$ cat config.mk
export PLATFORM = sky130hd
export DESIGN_NAME = imem_loader
export DESIGN_NICKNAME = d
export VERILOG_FILES = /design/src/rtl/imem_loader_pkg.sv /design/src/rtl/imem_loader_store.sv /design/src/rtl/imem_loader.sv
export SDC_FILE = /design/constraint.sdc
export NUM_CORES = 1
export LEC_CHECK = 0
export CORE_ASPECT_RATIO = 1.1
export CORE_MARGIN = 5
export CORE_UTILIZATION = 49
export DETAILED_ROUTE_END_ITERATION = 12
export HOLD_SLACK_MARGIN = 0.03
export PLACE_DENSITY = 0.66
export SETUP_SLACK_MARGIN = 0.15
export SLEW_MARGIN = 30
export SYNTH_ARGS = -nofsm -noshare
export SYNTH_HDL_FRONTEND = slang
export SYNTH_SLANG_ARGS = --single-unit
$ cat constraint.sdc
create_clock -name clk -period 9.7 [get_ports clk]
set_input_delay 2.91 -clock clk [delete_from_list [all_inputs] [get_ports clk]]
set_output_delay 2.91 -clock clk [all_outputs]
set_load 0.02 [all_outputs]
$ cat src/rtl/imem_loader_pkg.sv
// imem_loader_pkg
//  Shared definitions for the run-time instruction memory loader: memory
//  geometry, loader state encoding, the NOP byte returned for out-of-range
//  fetches, and the bit positions of the instruction fields
//  {op[7:6], rs[5:4], rt[3:2], rd/imm[1:0]}.
package imem_loader_pkg;

    localparam int DEPTH  = 32;               // instruction bytes stored
    localparam int DATA_W = 8;                // instruction width
    localparam int ADDR_W = 8;                // PC / Read_Address width
    localparam int PTR_W  = $clog2(DEPTH);    // write pointer width
    localparam int CNT_W  = PTR_W + 1;        // word_count must reach DEPTH

    localparam logic [DATA_W-1:0] NOP = 8'h00;

    // Instruction field positions
    localparam int OP_HI  = 7;
    localparam int OP_LO  = 6;
    localparam int RS_HI  = 5;
    localparam int RS_LO  = 4;
    localparam int RT_HI  = 3;
    localparam int RT_LO  = 2;
    localparam int RD_HI  = 1;
    localparam int RD_LO  = 0;

    typedef enum logic [1:0] {
        ST_IDLE = 2'd0,
        ST_LOAD = 2'd1,
        ST_RUN  = 2'd2
    } state_e;

endpackage

$ cat src/rtl/imem_loader_store.sv
// imem_store
//  DEPTH x DATA_W register array holding the program.
//  Ports:
//   clk    in  clock
//   clr    in  synchronous clear of every byte to 00 (highest priority)
//   we     in  write enable
//   waddr  in  write address
//   wdata  in  write data
//   raddr  in  read address
//   rdata  out combinational read data; a write to raddr is visible from
//              the cycle after the write edge
module imem_store
    import imem_loader_pkg::*;
(
    input  logic              clk,
    input  logic              clr,
    input  logic              we,
    input  logic [PTR_W-1:0]  waddr,
    input  logic [DATA_W-1:0] wdata,
    input  logic [PTR_W-1:0]  raddr,
    output logic [DATA_W-1:0] rdata
);

    logic [DATA_W-1:0] mem_q [DEPTH];
    logic [DATA_W-1:0] mem_d [DEPTH];

    always_comb begin
        for (int i = 0; i < DEPTH; i++) begin
            mem_d[i] = mem_q[i];
        end
        if (clr) begin
            for (int i = 0; i < DEPTH; i++) begin
                mem_d[i] = '0;
            end
        end else if (we) begin
            mem_d[waddr] = wdata;
        end
    end

    always_ff @(posedge clk) begin
        for (int i = 0; i < DEPTH; i++) begin
            mem_q[i] <= mem_d[i];
        end
    end

    assign rdata = mem_q[raddr];

endmodule

$ cat src/rtl/imem_loader.sv
// imem_loader
//  Loads a program over a valid/ready byte stream into the instruction
//  memory and serves the CPU's combinational fetch port. The CPU is held in
//  reset while the memory is empty or being loaded.
//  Ports:
//   clk, reset     clock, synchronous active-high reset
//   load_start     pulse: start (or restart) a load at address 0
//   wr_valid/wr_data/wr_last/wr_ready   program byte stream
//   load_done      one-cycle pulse on entry into RUN
//   cpu_hold       1 while not in RUN
//   word_count     bytes accepted by the current/last load
//   Read_Address   fetch address, instruction = fetched byte (NOP if out of range)
module imem_loader
    import imem_loader_pkg::*;
(
    input  logic              clk,
    input  logic              reset,
    input  logic              load_start,
    input  logic              wr_valid,
    input  logic [DATA_W-1:0] wr_data,
    input  logic              wr_last,
    output logic              wr_ready,
    output logic              load_done,
    output logic              cpu_hold,
    output logic [CNT_W-1:0]  word_count,
    input  logic [ADDR_W-1:0] Read_Address,
    output logic [DATA_W-1:0] instruction
);

    state_e             state_q, state_d;
    logic [PTR_W-1:0]   ptr_q, ptr_d;
    logic [CNT_W-1:0]   cnt_q, cnt_d;
    logic               done_q, done_d;
    logic               we;
    logic               fetch_hit;
    logic [DATA_W-1:0]  rd_byte;

    always_comb begin
        state_d = state_q;
        ptr_d   = ptr_q;
        cnt_d   = cnt_q;
        done_d  = 1'b0;
        we      = 1'b0;
        case (state_q)
            ST_LOAD: begin
                if (load_start) begin
                    // Restart wins over a byte offered in the same cycle.
                    ptr_d = '0;
                    cnt_d = '0;
                end else if (wr_valid) begin
                    we    = 1'b1;
                    ptr_d = ptr_q + 1'b1;
                    cnt_d = cnt_q + 1'b1;
                    // Memory full is an implicit end of program.
                    if (wr_last || ptr_q == PTR_W'(DEPTH - 1)) begin
                        state_d = ST_RUN;
                        done_d  = 1'b1;
                    end
                end
            end
            default: begin
                if (load_start) begin
                    state_d = ST_LOAD;
                    ptr_d   = '0;
                    cnt_d   = '0;
                end
            end
        endcase
    end

    always_ff @(posedge clk) begin
        if (reset) begin
            state_q <= ST_IDLE;
            ptr_q   <= '0;
            cnt_q   <= '0;
            done_q  <= 1'b0;
        end else begin
            state_q <= state_d;
            ptr_q   <= ptr_d;
            cnt_q   <= cnt_d;
            done_q  <= done_d;
        end
    end

    imem_store u_store (
        .clk   (clk),
        .clr   (reset),
        .we    (we),
        .waddr (ptr_q),
        .wdata (wr_data),
        .raddr (Read_Address[PTR_W-1:0]),
        .rdata (rd_byte)
    );

    assign fetch_hit   = Read_Address < ADDR_W'(DEPTH);
    assign instruction = fetch_hit ? rd_byte : NOP;
    assign wr_ready    = (state_q == ST_LOAD);
    assign cpu_hold    = (state_q != ST_RUN);
    assign load_done   = done_q;
    assign word_count  = cnt_q;

endmodule

==> results of run 1 <==
-- final cells by class --
cell class	count	area (µm²)
Tap cell	310	387.9
Inverter	2	7.507
Timing Repair Buffer	57	513.0
Clock inverter	18	216.5
Clock buffer	38	820.8
Multi-Input combinational cell	736	6256
Sequential cell	270	5405
Fill cell	2108	10790
-- cell families after synthesis --
group | synth area share [%]
simple gates | 13.41
mux | 35.32
flops | 44.67
buf+inv | 3.753
compound gates | 1.644
xor+xnor | 0.5791
fa+ha+maj | 0.6204
-- critical path, stage by stage --
cell	delay, ps
buf_4	430
buf_4	320
mux4_2	520
a22oi_1	210
o211ai_1	220
and3_1	280
clkdlybuf4s50_1	540
-- report_power, final --
group	switching [mW]	internal, mW
logic	0.0709	0.0345
clock network	0.461	0.707
registers	0.00131	1.11
total	0.533	1.85
-- sequential cells by signal (all words and copies together), names as in the netlist --
name           cells
word_count         6
state_q            2
ptr_q              5
u_store.mem_q    256
load_done          1
-- cell usage after synthesis (2+ instances only) --
master    number
a21oi_1        9
a221o_1        3
a22oi_1        8
a31oi_1        3
and3_1         8
and3b_1        4
buf_1          9
buf_2         11
buf_4          7
buf_6          5
clkbuf_1      57
dfxtp_1      270
ha_1           6
inv_1          2
mux2_2         3
mux2i_1      277
mux4_1         7
mux4_2        57
nand2_1       18
nand3_2       32
nand4_1        3
nor2_1       269
nor2b_1        4
nor3b_2        3
o211ai_1       5
xnor2_1        2
xor2_1         6
-- metal layers --
metal  GRT usage, %  share of wire [%]  vias up
met5              0                  0        -
met4          4.769                2.4        0
met3          2.878                4.0       47
met2          33.53                 49      140
met1          25.96                 44     3951
li1               -                  -     3858
-- stage by stage --
stage                     hold WS (ps)  setup WS (ps)
final                            486.9           1331
after global routing             518.2           1268
after CTS                        493.6           1348
after detailed placement         479.1           1361
after global placement           467.6           1356
after floorplan                  455.4           2472
-- worst max path at each step --
stage	startpoint	end	slack, ps	cells after the start
global placement	Read_Address[1]	instruction[4]	1360	7
global route	Read_Address[1]	instruction[5]	1270	7
floorplan	Read_Address[0]	instruction[1]	2470	7
finish	Read_Address[1]	instruction[0]	1330	7
CTS	Read_Address[1]	instruction[0]	1350	7
detailed placement	Read_Address[1]	instruction[0]	1360	7
==> results by group, run 1 <==
Setup path
  • Critical path fanouts, max: 30
  • Required @ worst endpoint: roughly 6800 ps
  • Crit. End Element: primary output
  • Crit Path Category: in -> out
  • R2r startpoint: ptr_q[0]$_SDFFE_PP0P_
  • R2R cell count: 7
  • Worst reg-to-reg setup slack: between 7000 and 8000 ps
  • R2R Path End: state_q[0]$_SDFFE_PP0P_
  • CP arrival: around 5500 ps
  • Crit start category: input pin

Logic synthesis
  • Synth top area share: 44.67%
  • Largest cells by area after synthesis: dfxtp_1, mux2i_1, mux4_2
  • Sequential fraction of the synthesis area: 44.67%
  • Yosys warnings: 0
  • Seq cells post-synth: 270
  • Ys async rst share: 0%
  • Main synth FF type: dfxtp_1
  • Syn Area/Cell: 11.01 µm²
  • Unique masters post-synth: 38
  • Synthesized Nets: 1,126
  • Mapped Area: 0.01210 mm²
  • Number of synthesized flops with an enable pin: 0
  • Synth Instances: 1,099
  • Post-synth top area cell: dfxtp_1

Power and ir drop
  • Peak supply drop: about 0.00017 V
  • Total power: 2.385 mW
  • Leakage: 6.799 nW
  • PD cells: 175.3 mW/mm²

Floorplanning
  • Die X: ~160 µm
  • Starting Density: around 50%
  • Die area: about 0.028 mm²
  • Io pins: 38
  • DIE HEIGHT: 174.8 µm
  • Core footprint: 0.02440 mm²
  • Rows: 60

Finish
  • Layout area overhead: 12.45%
  • Most frequent cells in the layout: mux2i_1, dfxtp_1, nor2_1
  • Final Core Density: roughly 56%
  • Commonest non-fill, non-tap cell in the layout: mux2i_1
  • Design area: 0.01361 mm²
  • Final std cells w/o fill: 1,431
  • NumNets Final: around 1,100
  • N_diodes: 0
  • Share of cells above drive strength 1: between 15 and 20%

Route
  • DRT Pass-1 Iters: 5
  • Antenna Nets Post-Route: 0
  • WL final: between 20,000 and 30,000 µm
  • # DRC: 0
  • Vias: around 8,000
  • Starting DRT DRC Count: 502
  • DR vias/cell: around 5.6
  • WL/cell: 19.20 µm

STA
  • Worst Max-Slew Pin Slew: 784.4 ps
  • Max Clk Rate: 0.1195 GHz
  • RSZ-0062 raised after global routing: no
  • Fin crit share: 86.27%
  • Final critical-path required period: 8369 ps
  • Setup violators final: 0
  • Slew Limit Fails: 0
  • Final Hold Viols: 0
  • Clock skew: 15.93 ps
  • Total negative setup slack: 0 ps
  • Worst slew margin: between 40% and 50%

Global routing
  • Global route overflow: 0
  • Number of global-route vias before repair: 7,912
  • Total Routing Usage GR: 19.46%
  • Largest net degree at the start of global routing: 108
  • Global-route wire length before repair: 44,170 µm
  • Initial antenna violation count: 0

CTS
  • Setup Fix Bufs, Post-CTS: 0
  • CTS Hold Buffers Added: 0
  • H-tree Lvls: 1
  • CTS buffer count: 30
  • Clock root buffer: clkbuf_16
  • Clk sinks: 270
  • Post_cts resized: 0
  • Clock Tree Buf Depth: 3
  • Clock latency on the worst-skew pair: 560 ps
  • Reg clk slew, reported paths: 60 ps
  • CTS tree: yes

Placed design
  • Gpl congestion: 0.7886
  • PortBufs: 37
  • Placed cell areas: approximately 0.013 mm²
  • Dpl cells: approximately 1,400
  • Detailed placer's ending HPWL: between 15,000 and 20,000 µm

Min path
  • End of the worst hold path: u_store.mem_q[19][2]$_SDFFE_PP0P_
  • Hold Path Class: reg -> reg
  • Worst Min Path Start: u_store.mem_q[19][2]$_SDFFE_PP0P_
  • Hold Crit Depth: 2

Run
  • Number of max-cap violations: 0

Run status
  • Status: finished clean
Note: power is estimated with default switching activity, not from simulation.
==> run 2: changes to the inputs <==
CORE_ASPECT_RATIO = default   (was 1.1)
GPL_TIMING_DRIVEN = 0   (was default)
==> results by group, run 2 (synthesized netlist as in run 1, its figures left out) <==
Finish
  • Final std cells w/o fill: 1,508 (+5.4%)
  • Final Core Density: 56.56% (+0.79 points)
  • N_diodes: 0 (unchanged)
  • Commonest non-fill, non-tap cell in the layout: mux2i_1
  • Largest Register: u_store.mem_q
  • NumNets Final: 1,189 (+5.8%)
  • Share of cells above drive strength 1: 14.10% (-1.5 points)
  • Number of flip-flops under the largest register name: 256 (unchanged)
  • Layout area overhead: 13.67%
  • Most frequent cells in the layout: mux2i_1, dfxtp_1, nor2_1
  • Design area: 0.01375 mm² (+1.1%)

Global routing
  • Initial antenna violation count: 0 (unchanged)
  • Global-route wire length before repair: 49,680 µm (+12%)
  • Largest net degree at the start of global routing: 16 (-85%)
  • Global route overflow: 0 (unchanged)
  • Total Routing Usage GR: 22.69% (+3.2 points)
  • Number of global-route vias before repair: 8,427 (+6.5%)

STA
  • Worst Max-Slew Pin Slew: 807.7 ps (+23.28 ps)
  • Final hold slack: 487.0 ps (+0.1110 ps)
  • Total negative setup slack: 0 ps (unchanged)
  • Max Clk Rate: 0.1213 GHz (+1.5%)
  • Worst slew margin: 46.15% (-1.6 points)
  • Setup violators final: 0 (unchanged)
  • Final Hold Viols: 0 (unchanged)
  • Slew Limit Fails: 0 (unchanged)
  • Fin crit share: 84.96% (-1.3 points)
  • Final worst setup slack: 1459 ps (+127.6 ps)
  • Clock skew: 23.49 ps (+7.561 ps)
  • Final critical-path required period: 8241 ps (-127.6 ps)
  • RSZ-0062 raised after global routing: no

Power and ir drop
  • Switching Power: 0.5400 mW (+1.3%)
  • Peak supply drop: 0.0001206 V (-27%)
  • Sequential share of power: 48.1% (+1.5 points)
  • Total power: 2.310 mW (-3.2%)
  • Combinational fraction of design power: 5.5% (+1.1 points)
  • Internal: 1.770 mW (-4.5%)
  • Leakage: 6.836 nW (+0.54%)
  • Clk network pwr share: 46.4% (-2.6 points)
  • PD cells: 167.9 mW/mm² (-4.2%)
  • Switch share: 23.38% (+1.0 points)

Run status
  • Status: finished clean

Route
  • Vias: 8,467 (+5.9%)
  • WL/cell: 21.34 µm (+11%)
  • DRT Pass-1 Iters: 5 (unchanged)
  • DR vias/cell: 5.615 (+0.48%)
  • Starting DRT DRC Count: 591 (+18%)
  • # DRC: 0 (unchanged)
  • Antenna Nets Post-Route: 0 (unchanged)
  • WL final: 32,170 µm (+17%)

CTS
  • Setup Fix Bufs, Post-CTS: 0 (unchanged)
  • Clock Tree Buf Depth: 3 (unchanged)
  • Clk sinks: 270 (unchanged)
  • Clock latency on the worst-skew pair: 560 ps (about the same)
  • Clock root buffer: clkbuf_16
  • CTS Hold Buffers Added: 0 (unchanged)
  • H-tree Lvls: 1 (unchanged)
  • Reg clk slew, reported paths: 60 ps (about the same)
  • CTS tree: yes
  • CTS buffer count: 29 (-3.3%)
  • Post_cts resized: 0 (unchanged)

Floorplanning
  • Io pins: 38 (unchanged)
  • Starting Density: 49.76% (+0.16 points)
  • DIE HEIGHT: 167.1 µm (-4.4%)
  • Die area: 0.02794 mm² (about the same)
  • Core footprint: 0.02432 mm² (-0.32%)
  • Rows: 57 (-5.0%)
  • Die X: 167.1 µm (+4.6%)

Setup path
  • Slowest cell on crit path: clkdlybuf4s50_1
  • Crit start category: input pin
  • Critical path cell sequence: clkdlybuf4s50_1 -> nor2b_1 -> a22oi_1 -> o211ai_1 -> and3_1 -> clkdlybuf4s50_1
  • Crit Path Category: in -> out
  • Most frequent cell on the critical path: clkdlybuf4s50_1
  • CP arrival: 5330 ps (-130 ps)
  • Required @ worst endpoint: 6790 ps (about the same)
  • Slowest stage delay, CP: 620 ps (+80 ps)
  • Critical path fanouts, max: 5 (-83%)
  • R2R cell count: 8 (+1)
  • Crit. End Element: primary output

Placed design
  • Placed cell areas: 0.01283 mm² (+2.1%)
  • Dpl cells: 1,455 (+5.8%)
  • Pre-CTS setup slack: 1565 ps (+203.9 ps)
  • PortBufs: 32 (-14%)
  • Detailed placer's ending HPWL: 22,070 µm (+27%)
  • Gpl congestion: 0.8719 (+11%)

Min path
  • Hold Crit Depth: 2 (unchanged)
  • Hold Path Class: reg -> reg

Run
  • Number of max-cap violations: 0 (unchanged)
run 2: layout make-up:
class | count | area (µm²)
sequential | 270 | 5405
timing repair buffer | 32 | 320.3
multi-input combinational | 736 | 6241
buffer | 91 | 446.7
inverter | 2 | 7.507
tap | 324 | 405.4
clock inverter | 6 | 45.04
fill | 2125 | 10570
clock buffer | 47 | 883.3
run 2: worst max-delay path: cells and delay by family:
family / cells / cell delay (ps)
AOI/OAI and AO/OA: 2 / 450
buffers and inverters: 2 / 1240
and+or+nand+nor: 2 / 730
run 2: path summary, 6_finish.rpt:
path | end | slack [ps] | from
setup / recovery | instruction[0] | 1460 | Read_Address[3]
hold reg to reg | u_store.mem_q[19][2]$_SDFFE_PP0P_ | 490 | u_store.mem_q[19][2]$_SDFFE_PP0P_
hold / removal | u_store.mem_q[19][2]$_SDFFE_PP0P_ | 490 | u_store.mem_q[19][2]$_SDFFE_PP0P_
setup reg to reg | state_q[0]$_SDFFE_PP0P_ | 7300 | ptr_q[0]$_SDFFE_PP0P_
run 2: routing by layer:
layer  global-route usage, %  wire length (µm)  vias up
li1                        -                 -     3995
met1                   31.85             14700     4177
met2                   36.07             14730      236
met3                   4.432              1797       59
met4                   6.493               949        0
met5                       0                 0        -
run 2: power groups by stage:
| stage | Clock (mW) | Sequential [mW] | Combinational, mW |
|---|---|---|---|
| after detailed placement | 0 | 1.14 | 0.125 |
| final | 1.07 | 1.11 | 0.126 |
| after floorplan | 0 | 1.14 | 0.0740 |
| after global placement | 0 | 1.14 | 0.125 |
| after CTS | 1.09 | 1.11 | 0.125 |
| after global routing | 1.14 | 1.11 | 0.133 |
==> run 3: changes to the inputs <==
PLACE_DENSITY = 0.68   (was 0.66)
clock period = 6.7 ns   (was 9.7 ns; I/O delays follow)
==> results by group, run 3 (synthesized netlist as in run 1, its figures left out) <==
Finish
  • Most frequent cells in the layout: mux2i_1, dfxtp_1, nor2_1
  • Largest Register: u_store.mem_q
  • Filler cells: 2,119 (-0.28%)
  • Commonest non-fill, non-tap cell in the layout: mux2i_1
  • Layout area overhead: 13.96%
  • Number of flip-flops under the largest register name: 256 (unchanged)
  • N_diodes: 0 (unchanged)
  • Share of cells above drive strength 1: 14.19% (+0.084 points)
  • NumNets Final: 1,190 (+0.084%)

Power and ir drop
  • Total power: 3.388 mW (+47%)
  • PD cells: 245.7 mW/mm² (+46%)
  • Peak supply drop: 0.0001872 V (+55%)
  • Leakage: 6.851 nW (+0.22%)

Route
  • DRT Pass-1 Iters: 5 (unchanged)
  • WL final: 32,280 µm (+0.32%)
  • Antenna Nets Post-Route: 0 (unchanged)
  • Vias: 8,548 (+0.96%)
  • Starting DRT DRC Count: 652 (+10%)
  • # DRC: 0 (unchanged)
  • WL/cell: 21.40 µm (+0.32%)
  • DR vias/cell: 5.668 (+0.96%)

CTS
  • CTS Hold Buffers Added: 0 (unchanged)
  • Clock latency on the worst-skew pair: 560 ps (about the same)
  • Reg clk slew, reported paths: 60 ps (about the same)
  • Clock Tree Buf Depth: 3 (unchanged)
  • CTS buffer count: 30 (+3.4%)
  • Post_cts resized: 0 (unchanged)
  • Setup Fix Bufs, Post-CTS: 0 (unchanged)
  • H-tree Lvls: 1 (unchanged)
  • Clock root buffer: clkbuf_16
  • Clk sinks: 270 (unchanged)
  • CTS tree: yes

Global routing
  • Number of global-route vias before repair: 8,359 (-0.81%)
  • Largest net degree at the start of global routing: 16 (unchanged)
  • Global-route wire length before repair: 49,920 µm (+0.49%)
  • Total Routing Usage GR: 22.73% (+0.041 points)
  • Initial antenna violation count: 0 (unchanged)
  • Global route overflow: 0 (unchanged)

Min path
  • Hold Path Class: reg -> reg

STA
  • Slew Limit Fails: 0 (unchanged)
  • RSZ-0062 raised after global routing: no
  • Fin crit share: 96.20%
  • Total negative setup slack: 0 ps (unchanged)
  • Final critical-path required period: 6445 ps
  • Worst slew margin: 49.07% (+2.9 points)
  • Clock skew: 22.09 ps (-1.405 ps)
  • Setup violators final: 0 (unchanged)
  • Max Clk Rate: 0.1552 GHz
  • Final worst setup slack: 254.7 ps (-1204 ps)
  • Final Hold Viols: 0 (unchanged)
  • Final hold slack: 487.5 ps (+0.5410 ps)
  • Worst Max-Slew Pin Slew: 764.0 ps (-43.70 ps)

Run
  • Number of max-cap violations: 0 (unchanged)

Floorplanning
  • Rows: 57 (unchanged)
  • Starting Density: 49.76% (unchanged)
  • Io pins: 38 (unchanged)
  • Die area: 0.02794 mm² (unchanged)
  • Die X: 167.1 µm (unchanged)
  • DIE HEIGHT: 167.1 µm (unchanged)
  • Core footprint: 0.02432 mm² (unchanged)

Setup path
  • Crit. End Element: primary output
  • Crit-path leading delay family: buffers and inverters
  • Critical path fanouts, max: 5 (unchanged)
  • Slowest stage delay, CP: 630 ps (about the same)
  • Crit start category: input pin
  • Required @ worst endpoint: 4690 ps (-2100 ps)
  • Critical path cell sequence: clkdlybuf4s50_1 -> nor2b_1 -> a22oi_1 -> o211ai_1 -> and3_1 -> clkdlybuf4s50_1
  • Most frequent cell on the critical path: clkdlybuf4s50_1
  • Crit Path Category: in -> out
  • Slowest cell on crit path: clkdlybuf4s50_1
  • WP buf/inv: 2 (unchanged)
  • CP arrival: 4440 ps (-890 ps)

Run status
  • Status: finished clean

Placed design
  • Gpl congestion: 0.8831 (+1.3%)
  • PortBufs: 32 (unchanged)
  • Pre-CTS setup slack: 320.6 ps (-1244 ps)
  • Detailed placer's ending HPWL: 21,990 µm (-0.36%)
run 3: stage by stage:
| stage | util [%] | area, µm² | std cells |
|---|---|---|---|
| detailed placement | 52.74 | 12830 | 1455 |
| global placement | 52.74 | 12830 | 1455 |
| CTS | 56.70 | 13790 | 1508 |
| finish | 56.70 | 13790 | 1508 |
| global route | 56.70 | 13790 | 1508 |
| floorplan | - | 12100 | 1099 |
run 3: layer usage:
layer | wire length [µm] | global-route usage (%) | vias up
met5 | 0 | 0 | -
li1 | - | - | 3986
met3 | 2052 | 3.654 | 66
met1 | 14600 | 32.68 | 4229
met4 | 990 | 7.022 | 0
met2 | 14630 | 35.56 | 267
run 3: final timing paths:
kind / startpoint / end / slack, ps / depth (start not counted)
setup / recovery: Read_Address[3] / instruction[5] / 250 / 6
hold / removal: u_store.mem_q[10][3]$_SDFFE_PP0P_ / u_store.mem_q[10][3]$_SDFFE_PP0P_ / 490 / 2
hold reg to reg: u_store.mem_q[10][3]$_SDFFE_PP0P_ / u_store.mem_q[10][3]$_SDFFE_PP0P_ / 490 / 2
setup reg to reg: ptr_q[0]$_SDFFE_PP0P_ / state_q[0]$_SDFFE_PP0P_ / 4320 / 8
run 3: worst register-to-register path, stage by stage (launching register included):
cell,delay (ps)
dfxtp_1,420
ha_1,170
clkbuf_1,570
and3_1,260
ha_1,140
nor2_1,50
or3b_2,430
a21oi_1,160
nor2_1,50
run 3: cell type report:
| cell class | instances | area, µm² | area share (%) |
|---|---|---|---|
| inverter | 2 | 7.507 | 0.05444 |
| timing repair buffer | 32 | 320.3 | 2.323 |
| sequential | 270 | 5405 | 39.20 |
| multi-input combinational | 736 | 6241 | 45.26 |
| clock inverter | 4 | 31.28 | 0.2268 |
| clock buffer | 49 | 932.1 | 6.760 |
| tap | 324 | 405.4 | 2.940 |
| buffer | 91 | 446.7 | 3.239 |
run 3: where the power goes:
group          switching (mW)  internal (mW)
registers             0.00185           1.61
clock network           0.655          0.941
logic                   0.127         0.0553
total                   0.784           2.60
